## src/rtl/board_cell_fetch_if.sv

```systemverilog
// Board-memory bus between the cell-fetch stage (master) and the board RAM (slave).
//   board_addr  : row*BOARD_COLS+col of the pixel at stage 1
//   board_rdata : colour index, valid one clk after board_addr, held through stalls
//   cell_col    : cell column of the pixel at stage 1
//   cell_row    : cell row of the pixel at stage 1
interface board_cell_fetch_if;
  logic [7:0] board_addr;
  logic [2:0] board_rdata;
  logic [3:0] cell_col;
  logic [4:0] cell_row;

  modport master (output board_addr, output cell_col, output cell_row, input board_rdata);
  modport slave  (input board_addr, input cell_col, input cell_row, output board_rdata);
endinterface

```

## src/rtl/board_cell_fetch.sv

```systemverilog
// Pixel-pipeline stage: tracks board cell column/row and intra-cell offsets with
// counters, fetches the cell colour from board RAM and converts it to RGB, with
// syncs/de delayed to stay aligned with the pixel data (2 pix_en beats).
// Ports:
//   clk, rst_n        : pixel clock, async active-low reset
//   i_pix_en          : pixel strobe, every register advances only when high
//   i_hpos, i_vpos    : current pixel column / line
//   i_de_in           : display enable for (hpos,vpos)
//   i_hsync_in/vsync  : syncs aligned with hpos/vpos
//   bus               : board RAM address/data and stage-1 cell coordinates
//   o_rgb             : {R[1:0],G[1:0],B[1:0]} at stage 2
//   o_de_out/o_hsync_out/o_vsync_out : de/syncs delayed to stage 2
module board_cell_fetch #(
  parameter int unsigned CELL       = 24,
  parameter int unsigned BOARD_COLS = 10,
  parameter int unsigned BOARD_ROWS = 20,
  parameter int unsigned BOARD_X0   = 200,
  parameter int unsigned BOARD_Y0   = 0,
  parameter logic [5:0]  GRID_RGB   = 6'b010101
) (
  input  logic                      clk,
  input  logic                      rst_n,
  input  logic                      i_pix_en,
  input  logic [9:0]                i_hpos,
  input  logic [9:0]                i_vpos,
  input  logic                      i_de_in,
  input  logic                      i_hsync_in,
  input  logic                      i_vsync_in,
  board_cell_fetch_if.master        bus,
  output logic [5:0]                o_rgb,
  output logic                      o_de_out,
  output logic                      o_hsync_out,
  output logic                      o_vsync_out
);

  localparam int unsigned OFFW = $clog2(CELL);

  // stage 0 counters
  logic [3:0]      r_col,  w_col_nxt;
  logic [OFFW-1:0] r_xoff, w_xoff_nxt;
  logic            r_in_x, w_in_x_nxt;
  logic [4:0]      r_row,  w_row_nxt;
  logic [OFFW-1:0] r_yoff, w_yoff_nxt;
  logic            r_in_y, w_in_y_nxt;

  // stage 1
  logic [7:0] r_board_addr;
  logic [3:0] r_cell_col;
  logic [4:0] r_cell_row;
  logic       r_inside1, r_edge1, r_de1, r_hs1, r_vs1;
  logic       w_inside, w_edge;
  logic [7:0] w_addr;

  // stage 2
  logic [5:0] r_rgb, w_rgb;
  logic       r_de2, r_hs2, r_vs2;

  // Horizontal cell tracking; restarts at the board's left edge every line.
  always_comb begin
    w_col_nxt  = r_col;
    w_xoff_nxt = r_xoff;
    w_in_x_nxt = r_in_x;
    if (i_hpos == 10'(BOARD_X0)) begin
      w_col_nxt  = 4'd0;
      w_xoff_nxt = '0;
      w_in_x_nxt = 1'b1;
    end else if (r_in_x) begin
      if (r_xoff == OFFW'(CELL - 1)) begin
        w_xoff_nxt = '0;
        if (r_col == 4'(BOARD_COLS - 1)) w_in_x_nxt = 1'b0;
        else                             w_col_nxt  = r_col + 4'd1;
      end else begin
        w_xoff_nxt = r_xoff + OFFW'(1);
      end
    end
  end

  // Vertical cell tracking; only steps at line start (hpos==0).
  always_comb begin
    w_row_nxt  = r_row;
    w_yoff_nxt = r_yoff;
    w_in_y_nxt = r_in_y;
    if (i_hpos == 10'd0) begin
      if (i_vpos == 10'(BOARD_Y0)) begin
        w_row_nxt  = 5'd0;
        w_yoff_nxt = '0;
        w_in_y_nxt = 1'b1;
      end else if ((BOARD_Y0 != 0) && (i_vpos == 10'd0)) begin
        w_in_y_nxt = 1'b0;
      end else if (r_in_y) begin
        if (r_yoff == OFFW'(CELL - 1)) begin
          w_yoff_nxt = '0;
          if (r_row == 5'(BOARD_ROWS - 1)) w_in_y_nxt = 1'b0;
          else                             w_row_nxt  = r_row + 5'd1;
        end else begin
          w_yoff_nxt = r_yoff + OFFW'(1);
        end
      end
    end
  end

  // The presented pixel uses the post-update counter values.
  assign w_inside = w_in_x_nxt & w_in_y_nxt & i_de_in;
  assign w_edge   = (w_xoff_nxt == '0) | (w_yoff_nxt == '0);
  assign w_addr   = 8'(w_row_nxt) * 8'(BOARD_COLS) + 8'(w_col_nxt);

  // Colour index to RGB; index 0 draws grid lines on cell edges only.
  always_comb begin
    w_rgb = 6'b000000;
    if (r_de1 && r_inside1) begin
      case (bus.board_rdata)
        3'd1:    w_rgb = 6'b001111;
        3'd2:    w_rgb = 6'b111100;
        3'd3:    w_rgb = 6'b110011;
        3'd4:    w_rgb = 6'b001100;
        3'd5:    w_rgb = 6'b110000;
        3'd6:    w_rgb = 6'b000011;
        3'd7:    w_rgb = 6'b111000;
        default: w_rgb = r_edge1 ? GRID_RGB : 6'b000000;
      endcase
    end
  end

  // All pipeline state; frozen while pix_en is low.
  always_ff @(posedge clk or negedge rst_n) begin
    if (!rst_n) begin
      r_col        <= '0;
      r_xoff       <= '0;
      r_in_x       <= 1'b0;
      r_row        <= '0;
      r_yoff       <= '0;
      r_in_y       <= 1'b0;
      r_board_addr <= '0;
      r_cell_col   <= '0;
      r_cell_row   <= '0;
      r_inside1    <= 1'b0;
      r_edge1      <= 1'b0;
      r_de1        <= 1'b0;
      r_hs1        <= 1'b0;
      r_vs1        <= 1'b0;
      r_rgb        <= '0;
      r_de2        <= 1'b0;
      r_hs2        <= 1'b0;
      r_vs2        <= 1'b0;
    end else if (i_pix_en) begin
      r_col      <= w_col_nxt;
      r_xoff     <= w_xoff_nxt;
      r_in_x     <= w_in_x_nxt;
      r_row      <= w_row_nxt;
      r_yoff     <= w_yoff_nxt;
      r_in_y     <= w_in_y_nxt;
      if (w_inside) r_board_addr <= w_addr;
      r_cell_col <= w_col_nxt;
      r_cell_row <= w_row_nxt;
      r_inside1  <= w_inside;
      r_edge1    <= w_edge;
      r_de1      <= i_de_in;
      r_hs1      <= i_hsync_in;
      r_vs1      <= i_vsync_in;
      r_rgb      <= w_rgb;
      r_de2      <= r_de1;
      r_hs2      <= r_hs1;
      r_vs2      <= r_vs1;
    end
  end

  assign bus.board_addr = r_board_addr;
  assign bus.cell_col   = r_cell_col;
  assign bus.cell_row   = r_cell_row;
  assign o_rgb          = r_rgb;
  assign o_de_out       = r_de2;
  assign o_hsync_out    = r_hs2;
  assign o_vsync_out    = r_vs2;

endmodule
```

## src/flat_wrapper.sv

```systemverilog
// flat-port wrapper written by rule: the top's interface ports become plain ports
module board_cell_fetch_flat 
#(
  parameter int unsigned CELL       = 24,
  parameter int unsigned BOARD_COLS = 10,
  parameter int unsigned BOARD_ROWS = 20,
  parameter int unsigned BOARD_X0   = 200,
  parameter int unsigned BOARD_Y0   = 0,
  parameter logic [5:0]  GRID_RGB   = 6'b010101
)
  (clk, rst_n, i_pix_en, i_hpos, i_vpos, i_de_in, i_hsync_in, i_vsync_in, o_rgb, o_de_out, o_hsync_out, o_vsync_out, bus_board_addr, bus_cell_col, bus_cell_row, bus_board_rdata);
  board_cell_fetch_if bus_i ();
  input  logic clk;
  input  logic rst_n;
  input  logic i_pix_en;
  input  logic [9:0] i_hpos;
  input  logic [9:0] i_vpos;
  input  logic i_de_in;
  input  logic i_hsync_in;
  input  logic i_vsync_in;
  output logic [5:0] o_rgb;
  output logic o_de_out;
  output logic o_hsync_out;
  output logic o_vsync_out;
  output wire logic [$bits(bus_i.board_addr)-1:0] bus_board_addr;
  output wire logic [$bits(bus_i.cell_col)-1:0] bus_cell_col;
  output wire logic [$bits(bus_i.cell_row)-1:0] bus_cell_row;
  input wire logic [$bits(bus_i.board_rdata)-1:0] bus_board_rdata;
  assign bus_board_addr = bus_i.board_addr;
  assign bus_cell_col = bus_i.cell_col;
  assign bus_cell_row = bus_i.cell_row;
  assign bus_i.board_rdata = bus_board_rdata;
  board_cell_fetch #(.CELL(CELL), .BOARD_COLS(BOARD_COLS), .BOARD_ROWS(BOARD_ROWS), .BOARD_X0(BOARD_X0), .BOARD_Y0(BOARD_Y0), .GRID_RGB(GRID_RGB)) u_core (.clk(clk), .rst_n(rst_n), .i_pix_en(i_pix_en), .i_hpos(i_hpos), .i_vpos(i_vpos), .i_de_in(i_de_in), .i_hsync_in(i_hsync_in), .i_vsync_in(i_vsync_in), .bus(bus_i), .o_rgb(o_rgb), .o_de_out(o_de_out), .o_hsync_out(o_hsync_out), .o_vsync_out(o_vsync_out));
endmodule
```

## config.mk

```make
export PLATFORM = sky130hd
export DESIGN_NAME = board_cell_fetch_flat
export DESIGN_NICKNAME = d
export VERILOG_FILES = /design/src/rtl/board_cell_fetch_if.sv /design/src/rtl/board_cell_fetch.sv /design/src/flat_wrapper.sv
export SDC_FILE = /design/constraint.sdc
export NUM_CORES = 1
export LEC_CHECK = 0
export ABC_AREA = 1
export BUFFER_PORTS_ARGS = -buffer_cell sky130_fd_sc_hd__buf_2
export CAP_MARGIN = 20
export CORE_ASPECT_RATIO = 0.9
export CORE_MARGIN = 2
export CORE_UTILIZATION = 40
export CTS_CLUSTER_DIAMETER = 150
export DETAILED_ROUTE_END_ITERATION = 8
export SLEW_MARGIN = 10
export SYNTH_ARGS = -nofsm -noshare
export SYNTH_HDL_FRONTEND = slang
export SYNTH_SLANG_ARGS = --single-unit
```

## constraint.sdc

```tcl
create_clock -name clk -period 7.55 [get_ports clk]
set_clock_uncertainty 0.15 [all_clocks]
set_input_delay 0 -clock clk [delete_from_list [all_inputs] [get_ports clk]]
set_output_delay 0 -clock clk [all_outputs]
set_load 0.02 [all_outputs]
```

**Yosys cells after proc, flatten, opt, wreduce, memory -nomap -nowiden**

Cells that the tools add are included.

- Input port bits: 29
- Word-level logic and storage cells: 71
- Bits in registers: 43

- Equal/unequal tests: 12
- Bitwise operators: 3
- Add/subtract/negate cells: 5
- Muxes and demuxes: 28
- Multiply operators: 1
- Reductions and logical operators: 6

Operators with widths:

| cell | count |
|---|---|
| 2-to-1 mux 5 bit | 13 |
| one-hot mux 6 bit (7 select lines) | 1 |
| logical NOT 10 bit | 2 |
| 2-to-1 mux 4 bit | 4 |
| adder 5 x 1 -> 5 bit, second input constant | 3 |
| == test 5 bit, second input constant | 3 |
| == test 3 bit, second input constant | 4 |
| == test 10 x 8 -> 1 bit, second input constant | 1 |
| logical NOT 5 bit | 2 |
| 2-to-1 mux 1 bit | 9 |
| adder 8 x 4 -> 8 bit | 1 |
| multiplier 5 x 3 -> 7 bit, second input constant | 1 |
| == test 3 x 2 -> 1 bit, second input constant | 2 |
| 2-to-1 mux 6 bit | 1 |
| adder 4 x 1 -> 4 bit, second input constant | 1 |
| == test 4 bit, second input constant | 1 |
| == test 3 x 1 -> 1 bit, second input constant | 1 |
| AND 1 bit | 2 |
| AND reduction 2 bit | 1 |
| logical AND 1 bit | 1 |
| OR 1 bit | 1 |

**Logic depth before layout (Yosys ltp)**

- Word-level depth: 9
- Depth in mapped cells: 22
- Depth with buffers taken out: 22

**Worst setup path before layout**

OpenSTA, ideal clock, no wires.

- Path kind: register to register
- From: register u_core.r_row[0]
- To: register u_core.r_board_addr[7] (netlist: u_core.bus.board_addr[7])
- Path buffers: 0
- Setup slack: 4406 ps
- Cell stages (with the launch flop): 20
- Setup time: 118 ps
- Period minus slack after synthesis: 3144 ps
- Arrival time: 2876 ps
- Cells stage by stage: dfrtp_1 > ha_1 > nand2_1 > inv_2 > nand3_1 > nand2_1 > a21oi_1 > o21ai_1 > o21ai_1 > ha_1 > ha_1 > fa_1 > xnor2_1 > inv_1 > nand3_1 > nand2_1 > nand2_1 > nand3_1 > nand3_1 > nand2_1

- Elaborated cells on any way between the ends: 17

RTL lines:

| item | RTL line | source |
|---|---|---|
| start, declared | board_cell_fetch.sv:42 | `logic [4:0] r_row, w_row_nxt;` |
| start signal, assigned | board_cell_fetch.sv:149 | `r_row <= w_row_nxt;` |
| adder 5 x 1 -> 5 bit or == test 5 bit (tied branches) | board_cell_fetch.sv:94, board_cell_fetch.sv:93 |  |
| 2-to-1 mux 5 bit (*) | board_cell_fetch.sv:93 | `if (r_row == 5'(BOARD_ROWS - 1)) w_in_y_nxt = 1'b0;` |
| 2-to-1 mux 5 bit (*) | board_cell_fetch.sv:91 | `if (r_yoff == OFFW'(CELL - 1)) begin` |
| 2-to-1 mux 5 bit (*) | board_cell_fetch.sv:90 | `end else if (r_in_y) begin` |
| 2-to-1 mux 5 bit (*) | board_cell_fetch.sv:84 | `if (i_vpos == 10'(BOARD_Y0)) begin` |
| 2-to-1 mux 5 bit (*) | board_cell_fetch.sv:83 | `if (i_hpos == 10'd0) begin` |
| via u_core.w_row_nxt[1] | board_cell_fetch.sv:42 |  |
| multiplier 5 x 3 -> 7 bit (*) | board_cell_fetch.sv:105 | `assign w_addr = 8'(w_row_nxt) * 8'(BOARD_COLS) + 8'(w_col_nxt);` |
| adder 8 x 4 -> 8 bit (*) | board_cell_fetch.sv:105 |  |
| end signal, assigned | board_cell_fetch.sv:152 | `if (w_inside) r_board_addr <= w_addr;` |
| end, declared | board_cell_fetch.sv:47 | `logic [7:0] r_board_addr;` |

The timed path passes the listed nets; every way through them passes the cells marked *.
A chain may end at the register's enable or synchronous reset.

**Worst setup path after layout**

- From: register u_core.r_yoff[0]
- To: register u_core.r_board_addr[7] (netlist: u_core.bus.board_addr[7])

- Elaborated cells on any way between the ends: 14

RTL lines:

| item | RTL line | source |
|---|---|---|
| start, declared | board_cell_fetch.sv:43 | `logic [OFFW-1:0] r_yoff, w_yoff_nxt;` |
| start signal, assigned | board_cell_fetch.sv:150 | `r_yoff <= w_yoff_nxt;` |
| == test 5 bit | board_cell_fetch.sv:91 |  |
| 2-to-1 mux 5 bit | board_cell_fetch.sv:91 |  |
| 2-to-1 mux 5 bit | board_cell_fetch.sv:90 |  |
| 2-to-1 mux 5 bit | board_cell_fetch.sv:84 |  |
| 2-to-1 mux 5 bit | board_cell_fetch.sv:83 |  |
| via u_core.w_row_nxt[1] | board_cell_fetch.sv:42 |  |
| multiplier 5 x 3 -> 7 bit | board_cell_fetch.sv:105 |  |
| adder 8 x 4 -> 8 bit | board_cell_fetch.sv:105 |  |

The timed path passes the listed nets, and every way through them passes these cells.

==> results.sh <==
export IMPL_vias=2700
export IMPL_htreeDepth=2
export IMPL_yosysSeqAreaShare_pct=37.0
export IMPL_ys_seq_elements=43
export IMPL_critPathSlowestCell="dfrtp_1"
export IMPL_worstPathArrival_ns=3.40
export IMPL_yosysTopAreaCell="dfrtp_1"
export IMPL_worst_pin_slew_ns=0.837
export IMPL_layout_drive_gt1_share_pct=20.8
export IMPL_critPathBufInv=2
export IMPL_clockBufferDepth=2
export IMPL_place_gp_congestion=0.879
export IMPL_post_cts_buffers=0
export IMPL_synth_top_family_by_area="simple AND/OR/NAND/NOR gates"
export IMPL_whs_path_depth=3
export IMPL_peakVddDrop_uv=112
export IMPL_grtUsageTotal_pct=18.1
export IMPL_synth_most_common_cell="nand2_1"
export IMPL_cts_root_buf="clkbuf_8"
export IMPL_timing_final_max_slew_violations=0
export IMPL_setup_ws_ns=4.19
export IMPL_synthCells=397
export IMPL_synthDistinctLibCells=38
export IMPL_cts_sinks=43
export IMPL_drt_pass1_iter_count=4
export IMPL_drt_iter0_drc=109
export IMPL_grt_pass1_vias=2648
export IMPL_status="completed"
export IMPL_synthAdderAreaFrac_pct=7.40
export IMPL_startpoint_type="flop"
export IMPL_fin_crit_sh_pct=44.4
export IMPL_synth_area_um2=2910
export IMPL_tns_ns=0
export IMPL_synthMuxAreaShare_pct=0
export IMPL_die_height_um=84.9
export IMPL_end_kind="flop"
export IMPL_setup_viol=0
export IMPL_cts_made_buffers=5
export IMPL_crit_path_max_fanout=5
export IMPL_dp_slack_ns=4.18
export IMPL_leakagePower_uw=0.00189
export IMPL_layout_nets=505
export IMPL_grt_ovfl_total=0
export IMPL_grt_max_degree=44
export IMPL_worstSetupPathType="reg -> reg"
export IMPL_synth_xor_area_share_pct=1.81
export IMPL_postSynthAreaPerCell_um2=7.33
export IMPL_max_stage_delay_ns=0.42
export IMPL_start_util_pct=41.3
export IMPL_reg2reg_depth=20
export IMPL_coreArea_um2=7040
export IMPL_maxCapViolCount=0
export IMPL_rsz0062_at_grt="no"
export IMPL_hpwl_mm=4.78
export IMPL_critPathRequiredTime_ns=7.60
export IMPL_drc=0
export IMPL_worstPathCellList="ha_1 > nand2_1 > inv_1 > nand2_2 > nor2_2 > nand2_1 > a21oi_1 > o21ai_1 > o21ai_1 > ha_1 > ha_1 > fa_1 > xnor2_1 > inv_1 > nand3_1 > nand2_1 > nand2_1 > nand3_1 > nand3_1 > nand2_1"
export IMPL_n_antenna_cell=0
export IMPL_finalHoldViolCount=0
export IMPL_synth_flop_cell="dfrtp_1"
export IMPL_synth_area_top_cells="dfrtp_1 (37%), nand2_1 (15%), ha_1 (6.0%)"
export IMPL_worstHoldPathType="in -> reg"
export IMPL_numPortBuffers=54
export IMPL_synthTopCellsByCount="nand2_1 (120), dfrtp_1 (43), inv_1 (41)"
export IMPL_syn_nets=442
export IMPL_synth_edf_count=0
export IMPL_row_count=29
export IMPL_drtAntennaViolNets=0
export IMPL_path_clk_slew_ns=0.09
export IMPL_yosysWarningCount=0
export IMPL_slew_headroom_pct=44.1
export IMPL_pwr_density_cell_nw_per_um2=217
export IMPL_synth_compound_area_share_pct=13.0
export IMPL_fmax_mhz=298
export IMPL_routedWlPerCell_um=11.7
export IMPL_synth_simple_area_share_pct=32.6
export IMPL_syn_to_final_growth_pct=19.2
export IMPL_synth_top_area_share_pct=37.0
export IMPL_stdcell_area_um2=3470
export IMPL_crit_top_cell="nand2_1"
export IMPL_detail_route_wirelength_mm=6.50
export IMPL_io_pins=55
export IMPL_cp_depth=20
export IMPL_postPlaceCellArea_um2=3250
export IMPL_cts_tree="yes"
export IMPL_vias_per_cell=4.87
export IMPL_cts_resized=0
export IMPL_grt_antenna_before_repair=0
export IMPL_critPathTopFamily="adder cells"
export IMPL_synthArstFlopShare_pct=100
export IMPL_insertion_delay_ns=0.30
export IMPL_ctsHoldBuffers=9
export IMPL_post_route_min_period_ns=3.36
export IMPL_grt_pass1_wl_mm=11.7
export IMPL_fp_dieW_um=93.9
export IMPL_dieArea_um2=7970
## flip-flops by register name, summed over array words and instances (netlist names)
register               count
u_core.bus.board_addr      8
u_core.o_rgb               6
u_core.r_row               5
u_core.r_xoff              5
u_core.r_yoff              5
u_core.bus.cell_col        4
u_core.o_de_out            1
u_core.o_hsync_out         1
u_core.o_vsync_out         1
u_core.r_de1               1
u_core.r_edge1             1
u_core.r_hs1               1
u_core.r_in_x              1
u_core.r_in_y              1
u_core.r_inside1           1
u_core.r_vs1               1
## per-layer routing
metal / global-route usage, % / vias to the layer above / share of wire [%]
li1: - / 1395 / -
met1: 23.3 / 1250 / 49
met4: 3.95 / 0 / 0.85
met2: 31.0 / 50 / 46
met3: 4.26 / 5 / 4.4
met5: 0 / - / 0
## cell usage in the layout, fill, tap and decap left out, drive strengths merged, types with 2 or more instances in the layout
| cell | Yosys | routed |
|---|---|---|
| a21oi | 14 | 14 |
| a31oi | 2 | 2 |
| buf | 3 | 55 |
| clkbuf | 6 | 6 |
| clkinv | 1 | 2 |
| dfrtp | 43 | 43 |
| dlygate4sd3 | 0 | 10 |
| fa | 2 | 2 |
| ha | 14 | 14 |
| inv | 50 | 50 |
| nand2 | 126 | 126 |
| nand3 | 30 | 30 |
| nand4 | 2 | 2 |
| nor2 | 44 | 44 |
| nor3 | 4 | 4 |
| o211ai | 2 | 2 |
| o21ai | 43 | 43 |
| xnor2 | 4 | 4 |
| xor2 | 2 | 2 |
## per-stage QoR
step           utilization (%)  power (uW)  hold WS, ns  instances
2_1_floorplan                -         515       -0.446        397
5_1_grt                   49.3         820       0.0846        554
3_5_place_dp              46.2         592       0.0634        535
6_report                  49.3         752       0.0630        554
3_3_place_gp              46.2         589       0.0574        535
4_1_cts                   48.8         761       0.0537        552
## where the power goes
group	leakage, uW	total [uW]	internal, uW	switching, uW
Sequential	0.000555	322	278	44.7
Combinational	0.00129	270	103	167
Clock	0.0000474	160	74.8	85.1
## worst reg2reg max path, stage by stage, from the launching register on
cell     delay [ns]
dfrtp_1        0.42
ha_1           0.21
nand2_1        0.08
inv_1          0.08
nand2_2        0.08
nor2_2         0.12
nand2_1        0.11
a21oi_1        0.15
o21ai_1        0.07
o21ai_1        0.20
ha_1           0.31
ha_1           0.22
fa_1           0.38
xnor2_1        0.19
inv_1          0.09
nand3_1        0.07
nand2_1        0.05
nand2_1        0.08
nand3_1        0.08
nand3_1        0.09
nand2_1        0.05
## cell type report
| type | count | area (um2) |
|---|---|---|
| timing repair buffer | 65 | 390 |
| multi-input combinational | 294 | 1590 |
| tap | 93 | 116 |
| inverter | 51 | 194 |
| fill | 737 | 3570 |
| clock buffer | 6 | 82.6 |
| sequential | 43 | 1080 |
| clock inverter | 2 | 16.3 |
## cells by family (layout without fill, tap and decap cells)
logic type,after synthesis,in the layout
compound gates,66,66
buf+inv,60,124
xor+xnor,6,6
simple gates,206,206
fa+ha+maj,16,16
flops,43,43
## final timing paths
check / startpoint / end / slack [ns]
worst min-delay path: i_pix_en / u_core.r_row[1] / 0.06
min in group asynchronous: rst_n / u_core.bus.board_addr[2] / 0.49
worst max-delay path: u_core.r_yoff[0] / u_core.bus.board_addr[7] / 4.19
worst max register to register: u_core.r_yoff[0] / u_core.bus.board_addr[7] / 4.19
worst min register to register: u_core.bus.board_addr[1] / u_core.bus.board_addr[1] / 0.33
max in group asynchronous: rst_n / u_core.o_rgb[1] / 6.29
(Power assumes the default switching activity.)
